==> config.mk <==
export PLATFORM = sky130hd
export DESIGN_NAME = axi_rd_arbiter_2x1
export DESIGN_NICKNAME = d
export VERILOG_FILES = /design/src/rtl/axi_rd_arbiter_2x1.sv
export SDC_FILE = /design/constraint.sdc
export NUM_CORES = 1
export LEC_CHECK = 0
export BUFFER_PORTS_ARGS = -buffer_cell sky130_fd_sc_hd__buf_2
export CAP_MARGIN = 10
export CORE_AREA = 2 2 109 111
export CTS_CLUSTER_DIAMETER = 30
export DETAILED_ROUTE_END_ITERATION = 10
export DIE_AREA = 0 0 111 113
export PLACE_DENSITY = 0.73
export SYNTH_ARGS = -nofsm -noshare
export SYNTH_HDL_FRONTEND = slang
export SYNTH_SLANG_ARGS = --single-unit
==> constraint.sdc <==
create_clock -name clk -period 1.7 [get_ports clk]
set_input_delay 0.085 -clock clk [delete_from_list [all_inputs] [get_ports clk]]
set_output_delay 0.085 -clock clk [all_outputs]
set_load 0.005 [all_outputs]
==> src/rtl/axi_rd_arbiter_2x1.sv <==
// Two-master AXI4 read arbiter: grants one AR at a time, registers it downstream,
// and steers R beats back to the owner until RLAST. It also flags bursts whose beat count disagrees with ARLEN.
module axi_rd_arbiter_2x1 #(
    parameter int ADDR_WIDTH = 32,
    parameter int DATA_WIDTH = 32,
    parameter int ID_WIDTH   = 4,
    parameter int FIXED_PRIO = 0
) (
    input  logic                  clk,
    input  logic                  rst,

    input  logic                  s0_ar_valid,
    output logic                  s0_ar_ready,
    input  logic [ADDR_WIDTH-1:0] s0_ar_addr,
    input  logic [7:0]            s0_ar_len,
    input  logic [2:0]            s0_ar_size,
    input  logic [1:0]            s0_ar_burst,
    input  logic [ID_WIDTH-1:0]   s0_ar_id,
    output logic                  s0_r_valid,
    input  logic                  s0_r_ready,
    output logic [DATA_WIDTH-1:0] s0_r_data,
    output logic [1:0]            s0_r_resp,
    output logic                  s0_r_last,
    output logic [ID_WIDTH-1:0]   s0_r_id,

    input  logic                  s1_ar_valid,
    output logic                  s1_ar_ready,
    input  logic [ADDR_WIDTH-1:0] s1_ar_addr,
    input  logic [7:0]            s1_ar_len,
    input  logic [2:0]            s1_ar_size,
    input  logic [1:0]            s1_ar_burst,
    input  logic [ID_WIDTH-1:0]   s1_ar_id,
    output logic                  s1_r_valid,
    input  logic                  s1_r_ready,
    output logic [DATA_WIDTH-1:0] s1_r_data,
    output logic [1:0]            s1_r_resp,
    output logic                  s1_r_last,
    output logic [ID_WIDTH-1:0]   s1_r_id,

    output logic                  m_ar_valid,
    input  logic                  m_ar_ready,
    output logic [ADDR_WIDTH-1:0] m_ar_addr,
    output logic [7:0]            m_ar_len,
    output logic [2:0]            m_ar_size,
    output logic [1:0]            m_ar_burst,
    output logic [ID_WIDTH-1:0]   m_ar_id,
    input  logic                  m_r_valid,
    output logic                  m_r_ready,
    input  logic [DATA_WIDTH-1:0] m_r_data,
    input  logic [1:0]            m_r_resp,
    input  logic                  m_r_last,
    input  logic [ID_WIDTH-1:0]   m_r_id,

    output logic                  busy,
    output logic                  grant,
    output logic                  len_err
);

    typedef enum logic [1:0] {IDLE, ADDR, DATA} state_t;

    state_t     state, state_nxt;
    logic       last_grant;
    logic [7:0] beat_cnt;
    logic       win_valid;
    logic       winner;
    logic       ar_hs;
    logic       r_hs;

    // Winner is only meaningful while win_valid; ties go by FIXED_PRIO or round-robin.
    always_comb begin
        win_valid = s0_ar_valid | s1_ar_valid;
        if (s0_ar_valid && s1_ar_valid)
            winner = (FIXED_PRIO != 0) ? 1'b1 : ~last_grant;
        else
            winner = s1_ar_valid;
    end

    assign ar_hs = (state == IDLE) && win_valid;
    assign r_hs  = (state == DATA) && m_r_valid && m_r_ready;
    assign busy  = (state != IDLE);

    // Payload fans out to both masters; only the owner ever sees r_valid.
    assign s0_r_data = m_r_data;
    assign s0_r_resp = m_r_resp;
    assign s0_r_last = m_r_last;
    assign s0_r_id   = m_r_id;
    assign s1_r_data = m_r_data;
    assign s1_r_resp = m_r_resp;
    assign s1_r_last = m_r_last;
    assign s1_r_id   = m_r_id;

    // NOTE: registers use non-blocking assignments so every flop samples pre-edge values.
    always_ff @(posedge clk) begin
        if (rst) begin
            state      <= IDLE;
            m_ar_addr  <= '0;
            m_ar_len   <= '0;
            m_ar_size  <= '0;
            m_ar_burst <= '0;
            m_ar_id    <= '0;
            grant      <= 1'b0;
            last_grant <= 1'b1;
            beat_cnt   <= '0;
            len_err    <= 1'b0;
        end else begin
            state   <= state_nxt;
            len_err <= 1'b0;
            if (ar_hs) begin
                m_ar_addr  <= winner ? s1_ar_addr  : s0_ar_addr;
                m_ar_len   <= winner ? s1_ar_len   : s0_ar_len;
                m_ar_size  <= winner ? s1_ar_size  : s0_ar_size;
                m_ar_burst <= winner ? s1_ar_burst : s0_ar_burst;
                m_ar_id    <= winner ? s1_ar_id    : s0_ar_id;
                grant      <= winner;
                last_grant <= winner;
                beat_cnt   <= '0;
            end
            if (r_hs) begin
                beat_cnt <= beat_cnt + 8'd1;
                // RLAST must coincide exactly with beat index == len.
                if (m_r_last != (beat_cnt == m_ar_len))
                    len_err <= 1'b1;
            end
        end
    end

    always_comb begin
        state_nxt = state;
        case (state)
            IDLE:    if (win_valid)           state_nxt = ADDR;
            ADDR:    if (m_ar_ready)          state_nxt = DATA;
            DATA:    if (r_hs && m_r_last)    state_nxt = IDLE;
            default:                          state_nxt = IDLE;
        endcase
    end

    // NOTE: every output gets a default first so no path leaves one unassigned (no latches).
    always_comb begin
        s0_ar_ready = 1'b0;
        s1_ar_ready = 1'b0;
        s0_r_valid  = 1'b0;
        s1_r_valid  = 1'b0;
        m_ar_valid  = 1'b0;
        m_r_ready   = 1'b0;
        case (state)
            IDLE: begin
                s0_ar_ready = s0_ar_valid && !winner;
                s1_ar_ready = s1_ar_valid &&  winner;
            end
            ADDR: m_ar_valid = 1'b1;
            DATA: begin
                if (grant) begin
                    s1_r_valid = m_r_valid;
                    m_r_ready  = s1_r_ready;
                end else begin
                    s0_r_valid = m_r_valid;
                    m_r_ready  = s0_r_ready;
                end
            end
            default: ;
        endcase
    end

endmodule

==> reports/qor.yml <==
die_x_um: 111
fin_area_mm2: 0.004237
r2r-end: "beat_cnt[2]"
drcViolationCount: 0
min_period_over_period: 0.8944
crit_buf_inv: 2
placement_rows: 39
arrival_ns: 1.44
setup_viol: 0
hold_class: "input port to register"
antennaDiodeCount: 0
end_kind: "output port"
cts.sinks: 62
die_h_um: 113
worst_path_max_delay_cell: "dfxtp_1"
area_growth_pct: 19.73
dp_cells: 603
p_leak_nw: 1.930
p_sw_frac: 0.2711
ys_seq_area_frac: 0.3508
grt_max_degree: 52
placed_area_mm2: 0.003925
routed_wl_mm: 8.993
antenna_found_initial: 0
layout_setup_ws_ns: 0.1795
finalHoldViolCount: 0
drt_iter0_drc: 59
worstHoldStart: "rst"
synth-seq-cells: 62
cts_buffer_depth: 2
clockRootBuffer: "clkbuf_16"
ant_nets: 0
power_frac_seq: 0.386
powerDensity_mw_per_mm2: 1048
critical_path_class: "register to output port"
synth_area_mm2: 0.003538
ff2ff_setup_slack_ns: 0.18
drive_above_1_share: 0.4151
port_buffers: 166
maxSlewHeadroom: 0.6612
ctsHoldBuffers: 1
utilization: 0.3758
cp_cell_sequence: "a21boi_4 -> buf_12 -> and2_1 -> buf_2"
grt_use_total: 0.1414
fmax_mhz: 657.7
cts_tree: "yes"
fill_cells: 1136
cts_resized: 0
rr_startpoint: "grant"
outcome: "complete, no violations"
ir_drop_mv: 0.4704
vias: 2926
num_io_pins: 281
dpl_worst_slack_ns: 0.2019
die-area_mm2: 0.01254
start_util: 0.3139
ff2ff_path_depth: 4
yosysWarnings: 0
post_cts_buffers: 0
startpoint_type: "register"
p_comb_frac: 0.203
syn_nets: 536
slew_violations: 0
rsz0062_at_grt: "no"
power_mw: 4.439
clock-skew-final_ns: 0.003462
routabilityCongestion: 0.8637
core_area_mm2: 0.01127
holdPathStages: 3
min_to: "beat_cnt[5]"
place_hpwl_mm: 7.162
firstDrtPassIters: 4
syn_inst: 390
grt_pass1_wl_mm: 14.27
grt-ovfl-total: 0
nNetsFinal: 618
crit_required_ns: 1.62
p_sw_mw: 1.204
syn_area_per_cell_um2: 9.073
tns_ns: 0
wl_per_cell_um: 14.50
clkTransAtPathRegs_ns: 0.05
finalCriticalPeriod_ns: 1.521
internal_power_mw: 3.236
synth_cell_types: 41
htreeDepth: 3
via_per_inst: 4.719
cts_inserted_buffers: 9
path_max_fanout: 21
stdcell_count: 620
crit_family: "buffers and inverters"
clk_latency_ns: 0.32
max_stage_delay_ns: 0.34
grt_pass1_vias: 2885
hold_ws_ns: 0.07546
cap_viol_max_count: 0
worst_pin_slew_ns: 0.5048
clkPwrFrac: 0.411
## cells by family (layout without fill, tap and decap cells)
| group | after synthesis | count (layout) | synth area share |
|---|---|---|---|
| AOI/OAI and AO/OA | 65 | 65 | 0.1344 |
| muxes | 54 | 54 | 0.1556 |
| and+or+nand+nor | 92 | 92 | 0.1192 |
| adders and majority gates | 1 | 1 | 0.003536 |
| buffers and inverters | 105 | 192 | 0.2093 |
| xor gates and xnor gates | 11 | 11 | 0.02723 |
| DFF | 62 | 62 | 0.3508 |
## power by group through the flow
stage	Sequential (mW)	Combinational, mW	Clock, mW
detailed placement	1.74	0.912	0
finish	1.71	0.901	1.82
CTS	1.72	0.914	1.88
global route	1.73	1.00	1.94
global placement	1.74	0.887	0
floorplan	1.74	0.651	0
## tightest hold or removal path, stage by stage
cell     delay [ns]
buf_2          0.10
or4_1          0.11
o21ai_1        0.05
## worst max-delay path by stage
stage / start / end / slack (ns) / depth (start not counted)
after global routing: grant / beat_cnt[2] / 0.08 / 4
after CTS: last_grant / s1_ar_ready / 0.17 / 4
after detailed placement: grant / beat_cnt[2] / 0.20 / 4
after global placement: grant / beat_cnt[2] / 0.25 / 4
final: last_grant / s1_ar_ready / 0.18 / 4
after floorplan: grant / beat_cnt[2] / 0.27 / 4
## state kept, by name (all words and copies together), names as in the netlist
register	count
m_ar_id	4
state	2
len_err	1
m_ar_burst	2
m_ar_len	8
m_ar_size	3
m_ar_addr	32
last_grant	1
grant	1
beat_cnt	8
## cells in the mapped netlist
cell type	count	area [µm²]
mux2_2	1	11.26
o21ai_1	2	10.01
nand2b_1	1	6.260
o21ai_0	2	10.01
nand2_1	10	37.54
a21boi_1	1	7.510
or4_1	1	7.510
and2_1	2	12.51
and3_1	1	6.260
nand3b_1	2	15.01
nor4_1	1	6.260
a21oi_1	7	35.03
o32ai_2	1	16.27
inv_2	1	3.750
buf_6	5	56.30
nor3_1	1	5.000
and2_2	1	7.510
and4_1	1	8.760
mux2_4	1	15.01
and3b_1	1	8.760
nand3_1	4	20.02
ha_1	1	12.51
nor2_4	2	22.52
a211oi_1	49	367.9
buf_4	79	593.1
mux2i_1	51	510.5
a2111oi_0	1	8.760
a211oi_2	1	12.51
nor2b_1	1	6.260
or3_1	2	12.51
nor2_2	1	6.260
nand4_1	3	18.77
mux2i_2	1	13.76
a21o_1	1	7.510
dfxtp_1	62	1241
buf_1	2	7.510
nor2_1	57	214.0
clkbuf_1	6	22.52
buf_2	10	50.05
inv_1	2	7.510
xnor2_1	11	96.34
## per-layer routing
| layer | GRT usage | share of wire | vias to the layer above |
|---|---|---|---|
| met5 | 0 | 0 | - |
| met4 | 0.04583 | 0.012 | 0 |
| met3 | 0.05463 | 0.078 | 16 |
| met2 | 0.2609 | 0.52 | 130 |
| met1 | 0.1481 | 0.39 | 1327 |
| li1 | - | - | 1453 |
## cells in the final DEF (no fill, tap or decap), types with 2 or more instances in the layout
master,n
a211oi_1,49
a21oi_1,7
and2_1,2
buf_12,4
buf_2,166
buf_4,2
clkbuf_16,9
clkinvlp_4,2
dfxtp_1,62
inv_1,2
mux2i_1,51
nand2_1,10
nand3_1,4
nand3b_1,2
nand4_1,3
nor2_1,57
nor2_4,2
o21ai_0,2
o21ai_1,2
or3_1,2
xnor2_1,11
## layout make-up
cell class / count / area [µm²] / area share
clock buffers: 11 / 242.7 / 0.05729
clock inverters: 5 / 58.81 / 0.01388
inverters: 3 / 11.26 / 0.002658
multi-input cells: 223 / 1568 / 0.3701
flip-flops and latches: 62 / 1241 / 0.2930
well taps: 143 / 178.9 / 0.04223
repair buffers: 173 / 935.9 / 0.2209
(Power assumes the default switching activity.)
